$ cat src/rtl/openframe_gpio_ctrl.sv
`default_nettype none
// ============================================================================
// openframe_gpio_ctrl : Wishbone-programmable pad controller for the openframe
// pad ring (per-pad modes, safe-hold after reset, synchronisers, edge irqs).
// Revision: 1.0
// ============================================================================
module openframe_gpio_ctrl #(
    parameter int NUM_PADS    = 44,
    parameter int SYNC_STAGES = 2,
    parameter int SAFE_CYCLES = 16
) (
    input  logic                wb_clk_i,
    input  logic                wb_rst_i,
    input  logic                wbs_cyc_i,
    input  logic                wbs_stb_i,
    input  logic                wbs_we_i,
    input  logic [31:0]         wbs_adr_i,
    input  logic [31:0]         wbs_dat_i,
    output logic                wbs_ack_o,
    output logic [31:0]         wbs_dat_o,
    input  logic [NUM_PADS-1:0] core_out,
    input  logic [NUM_PADS-1:0] core_oe,
    output logic [NUM_PADS-1:0] core_in,
    input  logic [NUM_PADS-1:0] gpio_in,
    output logic [NUM_PADS-1:0] gpio_out,
    output logic [NUM_PADS-1:0] gpio_oeb,
    output logic [NUM_PADS-1:0] gpio_inp_dis,
    output logic [NUM_PADS-1:0] gpio_dm2,
    output logic [NUM_PADS-1:0] gpio_dm1,
    output logic [NUM_PADS-1:0] gpio_dm0,
    output logic                irq_o
);

    localparam logic [7:0] SAFE_LAST = 8'(SAFE_CYCLES - 1);

    logic                ack_q, ack_d;
    logic [31:0]         dat_q, dat_d;
    logic                en_q, en_d;
    logic                safe_q, safe_d;
    logic [7:0]          cnt_q, cnt_d;
    logic                irq_q, irq_d;
    logic [NUM_PADS-1:0] out_q, out_d;
    logic [NUM_PADS-1:0] pend_q, pend_d;
    logic [NUM_PADS-1:0] prev_q, prev_d;
    logic [3:0]          mode_q [NUM_PADS];
    logic [3:0]          mode_d [NUM_PADS];
    logic [NUM_PADS-1:0] sync_q [SYNC_STAGES];
    logic [NUM_PADS-1:0] sync_d [SYNC_STAGES];

    logic [NUM_PADS-1:0] pout_q, pout_d;
    logic [NUM_PADS-1:0] poeb_q, poeb_d;
    logic [NUM_PADS-1:0] pind_q, pind_d;
    logic [NUM_PADS-1:0] pdm2_q, pdm2_d;
    logic [NUM_PADS-1:0] pdm1_q, pdm1_d;
    logic [NUM_PADS-1:0] pdm0_q, pdm0_d;

    logic                req;
    logic                wr;
    logic [7:0]          widx;
    logic                pads_safe;
    logic [NUM_PADS-1:0] in_sync;
    logic [NUM_PADS-1:0] hit;
    logic [63:0]         in64, out64, pend64, out_new64, clr64;
    logic [31:0]         rdata;
    logic                unused_ok;

    assign req       = wbs_cyc_i & wbs_stb_i & ~ack_q;
    assign wr        = req & wbs_we_i;
    assign widx      = wbs_adr_i[9:2];
    assign pads_safe = safe_q | ~en_q;
    assign in_sync   = sync_q[SYNC_STAGES-1];
    assign in64      = 64'(in_sync);
    assign out64     = 64'(out_q);
    assign pend64    = 64'(pend_q);
    assign unused_ok = ^{wbs_adr_i[31:10], wbs_adr_i[1:0], out_new64, clr64};

    // Register read mux; pads beyond NUM_PADS fall out as zero via extension
    always_comb begin
        rdata = 32'd0;
        case (widx)
            8'd0: rdata[0] = en_q;
            8'd1: rdata[0] = safe_q;
            8'd2: rdata = in64[31:0];
            8'd3: rdata = in64[63:32];
            8'd4: rdata = out64[31:0];
            8'd5: rdata = out64[63:32];
            8'd6: rdata = pend64[31:0];
            8'd7: rdata = pend64[63:32];
            default: begin
                for (int k = 0; k < NUM_PADS; k++) begin
                    if (widx == 8'(16 + k)) rdata[3:0] = mode_q[k];
                end
            end
        endcase
    end

    always_comb begin
        ack_d = req;
        dat_d = req ? rdata : 32'd0;

        en_d = en_q;
        if (wr && widx == 8'd0) en_d = wbs_dat_i[0];

        safe_d = safe_q && (cnt_q != SAFE_LAST);
        cnt_d  = safe_q ? cnt_q + 8'd1 : cnt_q;

        out_new64 = out64;
        if (wr && widx == 8'd4) out_new64[31:0]  = wbs_dat_i;
        if (wr && widx == 8'd5) out_new64[63:32] = wbs_dat_i;
        out_d = out_new64[NUM_PADS-1:0];

        clr64 = 64'd0;
        if (wr && widx == 8'd6) clr64[31:0]  = wbs_dat_i;
        if (wr && widx == 8'd7) clr64[63:32] = wbs_dat_i;

        sync_d[0] = gpio_in;
        for (int i = 1; i < SYNC_STAGES; i++) sync_d[i] = sync_q[i-1];
        prev_d = in_sync;

        for (int k = 0; k < NUM_PADS; k++) begin
            mode_d[k] = mode_q[k];
            if (wr && widx == 8'(16 + k)) mode_d[k] = wbs_dat_i[3:0];
            hit[k] = !pads_safe && (mode_q[k][1:0] != 2'd0) && mode_q[k][2] &&
                     (mode_q[k][3] ? (prev_q[k] & ~in_sync[k])
                                   : (in_sync[k] & ~prev_q[k]));
        end

        // A fresh edge outranks a same-cycle clear so no event is lost
        pend_d = (pend_q & ~clr64[NUM_PADS-1:0]) | hit;
        irq_d  = |pend_q;

        for (int k = 0; k < NUM_PADS; k++) begin
            pout_d[k] = 1'b0;
            poeb_d[k] = 1'b1;
            pind_d[k] = 1'b1;
            pdm2_d[k] = 1'b0;
            pdm1_d[k] = 1'b0;
            pdm0_d[k] = 1'b0;
            if (!pads_safe) begin
                case (mode_q[k][1:0])
                    2'd1: begin
                        pind_d[k] = 1'b0;
                        pdm0_d[k] = 1'b1;
                    end
                    2'd2: begin
                        poeb_d[k] = ~core_oe[k];
                        pout_d[k] = core_out[k];
                        pind_d[k] = 1'b0;
                        pdm2_d[k] = 1'b1;
                        pdm1_d[k] = 1'b1;
                    end
                    2'd3: begin
                        poeb_d[k] = 1'b0;
                        pout_d[k] = out_q[k];
                        pind_d[k] = 1'b0;
                        pdm2_d[k] = 1'b1;
                        pdm1_d[k] = 1'b1;
                    end
                    default: ;
                endcase
            end
        end
    end

    always_ff @(posedge wb_clk_i or posedge wb_rst_i) begin
        if (wb_rst_i) begin
            ack_q  <= 1'b0;
            dat_q  <= 32'd0;
            en_q   <= 1'b0;
            safe_q <= 1'b1;
            cnt_q  <= 8'd0;
            irq_q  <= 1'b0;
            out_q  <= '0;
            pend_q <= '0;
            prev_q <= '0;
            for (int k = 0; k < NUM_PADS; k++) mode_q[k] <= 4'd0;
            for (int i = 0; i < SYNC_STAGES; i++) sync_q[i] <= '0;
            pout_q <= '0;
            poeb_q <= '1;
            pind_q <= '1;
            pdm2_q <= '0;
            pdm1_q <= '0;
            pdm0_q <= '0;
        end else begin
            ack_q  <= ack_d;
            dat_q  <= dat_d;
            en_q   <= en_d;
            safe_q <= safe_d;
            cnt_q  <= cnt_d;
            irq_q  <= irq_d;
            out_q  <= out_d;
            pend_q <= pend_d;
            prev_q <= prev_d;
            for (int k = 0; k < NUM_PADS; k++) mode_q[k] <= mode_d[k];
            for (int i = 0; i < SYNC_STAGES; i++) sync_q[i] <= sync_d[i];
            pout_q <= pout_d;
            poeb_q <= poeb_d;
            pind_q <= pind_d;
            pdm2_q <= pdm2_d;
            pdm1_q <= pdm1_d;
            pdm0_q <= pdm0_d;
        end
    end

    assign wbs_ack_o    = ack_q;
    assign wbs_dat_o    = dat_q;
    assign irq_o        = irq_q;
    assign core_in      = in_sync;
    assign gpio_out     = pout_q;
    assign gpio_oeb     = poeb_q;
    assign gpio_inp_dis = pind_q;
    assign gpio_dm2     = pdm2_q;
    assign gpio_dm1     = pdm1_q;
    assign gpio_dm0     = pdm0_q;

endmodule
`default_nettype wire

$ cat config.mk
export PLATFORM = sky130hd
export DESIGN_NAME = openframe_gpio_ctrl
export DESIGN_NICKNAME = d
export VERILOG_FILES = /design/src/rtl/openframe_gpio_ctrl.sv
export SDC_FILE = /design/constraint.sdc
export NUM_CORES = 1
export LEC_CHECK = 0
export CAP_MARGIN = 40
export CORE_MARGIN = 4
export CORE_UTILIZATION = 25
export DETAILED_ROUTE_END_ITERATION = 6
export PLACE_DENSITY = 0.52
export REMOVE_ABC_BUFFERS = 1
export SYNTH_ARGS = -nofsm -noshare
export SYNTH_HDL_FRONTEND = slang
export SYNTH_SLANG_ARGS = --single-unit
$ cat constraint.sdc
create_clock -name wb_clk_i -period 62.4 [get_ports wb_clk_i]
set_input_delay 9.36 -clock wb_clk_i [delete_from_list [all_inputs] [get_ports wb_clk_i]]
set_output_delay 9.36 -clock wb_clk_i [all_outputs]
set_load 0.02 [all_outputs]
==> impl_metrics.yaml, run 1 <==
power:
  combPwrFrac: 0.050
  power_density_nw_per_um2: 27.5
  power_leakage_nw: 15.3
  pwr-share-clk: 0.506
  ir_drop_mv: 0.0185
  finalPower_w: 0.000999
  p_sw_w: 0.000234
  seq_power_share: 0.443
  switching_share: 0.235
  intPower_w: 0.000765
die:
  die_x_um: 335
  core_area_um2: 106000
  die_area_um2: 112000
  die_y_um: 335
  initial_core_util: 0.253
  io_pins: 543
  placementRows: 119
sta:
  setup_viol: 0
  worstMarginPinSlew_ns: 0.924
  hold_viol_final: 0
  relSlewSlack: 0.383
  fin_crit_ns: 12.97
  rsz0062_at_grt: "no"
  fmax_ghz: 0.0771
  fin_tns_setup_ns: 0
  hold_ws_ns: 0.333
  fin_worst_skew_ns: 0.0417
  drv_slew: 0
  finalCritPeriodShare: 0.208
detailed_routing:
  ant_nets: 0
  highest_layer: "met5"
  drc: 0
  wl_met3_mm: 9.87
  wl_mm: 106
  viasPerCell: 4.87
  wl_met1_mm: 43.1
  drt-initial-drc-count: 1667
  wl_per_cell_um: 25.6
  dr_total_vias: 20235
  wl_met2_mm: 51.0
  firstDrtPassIters: 7
finish:
  final_nets: 2894
  drive_gt1_frac: 0.189
  synthToLayoutAreaGrowth_pct: 35.7
  n_fill_cell: 10615
  fin_cells: 4159
  final_util: 0.343
clock_tree:
  clkLatencyLatePin_ns: 0.66
  clock-sinks: 660
  cts_tree: "done"
  ctsResizeCount: 0
  post_cts_buffers: 0
  cts-root-buf: "clkbuf_16"
  holdBufCountCts: 0
  cts-htree-levels: 3
  clockBufferDepth: 3
  clk_pin_slew_ns: 0.06
  numCtsBuffers: 81
run_status:
  run_status: "finished, final reports clean"
global_route:
  grt_pass1_vias: 20685
  grt_max_degree: 143
  antenna_found_initial: 14
  grt.total_usage: 0.185
  grt_pass1_wl_mm: 152
  grt_overflow: 0
synth:
  ys.warnings.count: 0
  synth_area_um2: 26800
  synth_seq_area_share: 0.621
  syn_area_per_cell_um2: 12.2
  syn_inst: 2188
  synth_edf_count: 0
  yosys.area.top_type_share: 0.534
  synth.top_cells.by_count: "dfrtp_1, mux2_2, nand2_1"
  synth.most_common_cell: "dfrtp_1"
  ys.flop_type: "dfrtp_1"
  synth_area_leaders: "dfrtp_1, mux2_2, dfstp_2"
  ys_types: 88
  synth_top_area_cell: "dfrtp_1"
  synthArstFlopShare: 1.00
  yosys_register_bits: 660
place:
  gp_congestion: 0.950
  hpwlAfterDp_mm: 77.7
  io_buffers: 518
  dp_cells: 3999
critical_path:
  cpPeakStageDelay_ns: 0.78
  crit_path_end_kind: "flop"
  critPathArrivalTime_ns: 13.49
  cp_slowest_cell: "nor2_2"
  critical_path_class: "input port to flop"
  cp.required_ns: 62.92
  path_common_cell: "buf_4"
  cp_max_fo: 42
  path_cells: "buf_2 > buf_4 > buf_4 > and2_1 > nand2_1 > nor2_2 > a221oi_1 > a311oi_1 > o2111ai_1 > o21ai_1"
  worstSetupStartpointType: "input port"
hold_path:
  hold_class: "flop to flop"
job:
  drv_cap: 0
==> sequential cells by signal (all words and copies together) (netlist names) <==
| signal | count |
|---|---|
| gpio_inp_dis | 44 |
| en_q | 1 |
| gpio_out | 44 |
| wbs_ack_o | 1 |
| out_q | 44 |
| gpio_oeb | 44 |
| wbs_dat_o | 32 |
| gpio_dm1 | 44 |
| core_in | 44 |
| mode_q | 176 |
| irq_o | 1 |
| pend_q | 44 |
| safe_q | 1 |
| gpio_dm0 | 44 |
| sync_d | 44 |
| prev_q | 44 |
| cnt_q | 8 |
==> cell usage in the layout (no fill, tap or decap), types with 6 or more instances in the layout <==
cell,instances
a21oi_1,69
a221oi_1,8
a222oi_1,24
a22oi_1,35
a31oi_1,17
and2_1,47
buf_2,8
buf_4,34
bufinv_16,11
clkbuf_1,18
clkbuf_16,83
clkbuf_8,14
clkdlybuf4s50_1,512
clkinv_2,11
dfrtp_1,571
dfstp_2,89
diode_2,7
inv_1,54
inv_6,6
mux2_1,8
mux2_2,212
mux2i_1,58
nand2_1,201
nand2b_1,7
nand3_1,12
nand4_1,9
nor2_1,148
nor2b_1,61
nor3_1,17
nor3b_1,48
nor4_1,18
o211ai_1,10
o21ai_0,127
o22ai_1,11
o31ai_1,46
xnor2_1,6
==> power groups by stage <==
| stage | registers (W) | logic [W] | clock network, W |
|---|---|---|---|
| floorplan | 0.000449 | 0.0000177 | 0 |
| global placement | 0.000451 | 0.0000492 | 0 |
| detailed placement | 0.000451 | 0.0000506 | 0 |
| CTS | 0.000443 | 0.0000508 | 0.000521 |
| global route | 0.000444 | 0.0000545 | 0.000538 |
| finish | 0.000443 | 0.0000503 | 0.000506 |
==> critical path: cells and delay by family <==
family | cells | cell delay [ns]
buf+inv | 3 | 1.07
simple gates | 3 | 1.49
compound gates | 4 | 1.49
==> metrics by stage <==
stage               cell area [um2]  worst slack [ns]
finish                        36300             49.43
global route                  36300             49.54
CTS                           36300             49.74
detailed placement            33400             49.04
global placement              33200             49.02
floorplan                     26000             34.69
==> final cells by class <==
type                       instances  area, um2  area share
tap                             1391       1740      0.0479
clock inverter                    37        539      0.0148
inverter                          55        214     0.00589
timing repair buffer             564       5640       0.155
sequential                       660      16600       0.458
clock buffer                     115       2340      0.0644
multi-input combinational       1330       9210       0.254
antenna                            7       17.5    0.000482
==> metal layers <==
metal  vias up  GRT usage
met1     10409      0.234
met3       151     0.0579
met4        14     0.0483
met5         -          0
li1       8807          -
met2       854      0.306
==> cells by family (layout without fill, tap and decap cells) <==
group                    count (synthesis)  in the layout  synth area share
adder cells (fa/ha/maj)                  1              1          0.000467
flip-flops                             660            660             0.621
AND/OR/NAND/NOR                        622            622             0.119
buffers and inverters                  198            771            0.0364
other                                    0              7                 0
multiplexers                           280            280             0.116
AO/OA/AOI/OAI                          419            419             0.105
XOR/XNOR                                 8              8           0.00262
==> path summary, 6_finish.rpt <==
path / endpoint / from / slack [ns] / cells past startpoint
setup / recovery: wbs_dat_o[3] / wbs_adr_i[3] / 49.43 / 10
hold / removal: core_in[13] / sync_d[13] / 0.33 / 0
setup reg to reg: mode_q[156] / wbs_ack_o / 59.30 / 7
hold reg to reg: core_in[13] / sync_d[13] / 0.33 / 0
max in group asynchronous: gpio_oeb[42] / wb_rst_i / 50.40 / 6
min in group asynchronous: core_in[17] / wb_rst_i / 9.22 / 2
No activity file was read; power rests on OpenSTA's default activity.
==> run 2, diff against run 1 <==
--- a/config.mk
+++ b/config.mk
@@ -9,7 +9,7 @@
 export CORE_MARGIN = 4
 export CORE_UTILIZATION = 25
 export DETAILED_ROUTE_END_ITERATION = 6
-export PLACE_DENSITY = 0.52
+export PLACE_DENSITY = 0.53
 export REMOVE_ABC_BUFFERS = 1
 export SYNTH_ARGS = -nofsm -noshare
 export SYNTH_HDL_FRONTEND = slang
==> constraint.sdc (replaced) <==
create_clock -name wb_clk_i -period 11.2 [get_ports wb_clk_i]
set_input_delay 1.68 -clock wb_clk_i [delete_from_list [all_inputs] [get_ports wb_clk_i]]
set_output_delay 1.68 -clock wb_clk_i [all_outputs]
set_load 0.02 [all_outputs]
==> run 2 against run 1 <==
  * Count of clock-buffer cells in the layout up 11
  * Global-route usage rose by 0.33 points
  * Die area stayed put
  * Register-to-register slack worse by 52 ns
  * Total power rose to 5.5 times the previous value
  * Sequential power grew to 5.6 times the previous value
  * Via count increased by 0.37%
  * Non-clock buffer count is 2 higher
  * Wire length increased by 1.9%
  * Cell count hardly changed
  * Highest routed layer unchanged
==> impl_metrics.yaml, run 2 (same netlist as run 1, synthesis figures left out) <==
clock_tree:
  clkLatencyLatePin_ns: 0.66
  post_cts_buffers: 0
  clock-sinks: 660
  clockBufferDepth: 3
  numCtsBuffers: 81
  holdBufCountCts: 0
  clk_pin_slew_ns: 0.06
  cts-htree-levels: 3
  cts-root-buf: "clkbuf_16"
  cts_tree: "done"
  ctsResizeCount: 0
global_route:
  antenna_found_initial: 15
  grt_overflow: 0
  grt_pass1_wl_mm: 154
  grt.total_usage: 0.188
  grt_pass1_vias: 20595
  grt_max_degree: 156
critical_path:
  crit_start: "wbs_adr_i[3]"
  cp.required_ns: 11.77
  r2r_start: "wbs_ack_o"
  cp_max_fo: 50
  crit_path_end_kind: "flop"
  critical_path_class: "input port to flop"
  worstSetupStartpointType: "input port"
  critPathArrivalTime_ns: 5.80
finish:
  largest_register_ffs: 176
  mostFrequentLayoutCells: "dfrtp_1, clkdlybuf4s50_1, mux2_2"
  final_util: 0.342
  drive_gt1_frac: 0.186
  seqCellArea_um2: 16600
  n_fill_cell: 10566
  regMostFlops: "mode_q"
  synthToLayoutAreaGrowth_pct: 35.3
  final_common_cell: "dfrtp_1"
  multiInputGateArea_um2: 9210
  final_nets: 2896
power:
  seq_power_share: 0.450
  power_density_nw_per_um2: 152
  pwr-share-clk: 0.499
  switching_share: 0.236
  intPower_w: 0.00420
  power_leakage_nw: 15.2
  ir_drop_mv: 0.0878
  combPwrFrac: 0.051
  p_sw_w: 0.00129
detailed_routing:
  dr_total_vias: 20310
  viasPerCell: 4.88
  wl_per_cell_um: 26.1
  wl_mm: 108
  drc: 0
  ant_nets: 0
  firstDrtPassIters: 7
  drt-initial-drc-count: 1919
sta:
  rsz0062_at_grt: "no"
  worstMarginPinSlew_ns: 0.960
  finalCritPeriodShare: 0.468
  hold_ws_ns: 0.328
  fin_crit_ns: 5.24
  setup_ws_ns: 5.96
  drv_slew: 0
  relSlewSlack: 0.358
  hold_viol_final: 0
  fmax_ghz: 0.191
  setup_viol: 0
  fin_worst_skew_ns: 0.0310
place:
  hpwlAfterDp_mm: 78.7
  gp_congestion: 0.946
  io_buffers: 518
  pre_cts_ws_ns: 5.50
die:
  io_pins: 543
  core_area_um2: 106000
  die_area_um2: 112000
  initial_core_util: 0.253
  die_y_um: 335
  die_x_um: 335
  placementRows: 119
hold_path:
  hold_class: "flop to flop"
  worstHoldStart: "sync_d[28]"
job:
  drv_cap: 0
run_status:
  run_status: "finished, final reports clean"
==> run 2: changes by cell type in the layout (fill, tap and decap cells not counted), sizes merged <==
cell           delta
diode             -2
buf               -1
clkdlybuf4s50     +1
inv               -3
clkinvlp          +3
bufinv            -4
clkbuf           +12
clkdlybuf4s18     +1
clkinv            -8
==> run 2: cell type report <==
class                   instances  area share
inverters                      55     0.00591
multi-input cells            1330       0.254
well taps                    1391      0.0481
repair buffers                566       0.155
clock buffers                 126      0.0671
flip-flops and latches        660       0.459
diodes                          5    0.000345
clock inverters                25      0.0101
==> run 2: per-stage QoR <==
step	instance area (um2)	setup TNS, ns	std cells	power [W]
final	36200	0	4158	0.00549
after detailed placement	33400	0	4001	0.00279
after floorplan	26000	-5349.42	2045	0.00260
after global routing	36200	0	4154	0.00570
after global placement	33300	0	3991	0.00279
after CTS	36200	0	4152	0.00558
==> run 2: critical path: stages <==
cell,delay [ns]
buf_2,0.53
buf_4,0.63
nand4bb_1,0.56
nor2_4,0.59
buf_4,0.51
a221oi_1,0.18
a31o_1,0.22
a31oi_1,0.41
o221ai_1,0.25
o22ai_2,0.17
==> run 2: metal layers <==
layer	GRT usage	wire (um)	vias to the layer above
li1	-	-	8804
met1	0.234	43300	10458
met3	0.0570	9540	191
met2	0.312	52000	837
met4	0.0619	3460	20
met5	0	136	-
==> run 2: final timing paths <==
path	depth (start not counted)	endpoint	slack, ns
max in group asynchronous	5	gpio_dm1[30]	7.57
setup / recovery	10	wbs_dat_o[0]	5.96
hold reg to reg	0	core_in[28]	0.33
setup reg to reg	6	mode_q[160]	7.73
min in group asynchronous	2	sync_d[15]	1.57
hold / removal	0	core_in[28]	0.33
==> run 2: power by group through the flow <==
stage	clock network, W	logic [W]	registers [W]
global placement	0	0.000276	0.00251
CTS	0.00283	0.000283	0.00247
floorplan	0	0.0000984	0.00250
detailed placement	0	0.000282	0.00251
finish	0.00274	0.000280	0.00247
global route	0.00292	0.000303	0.00247
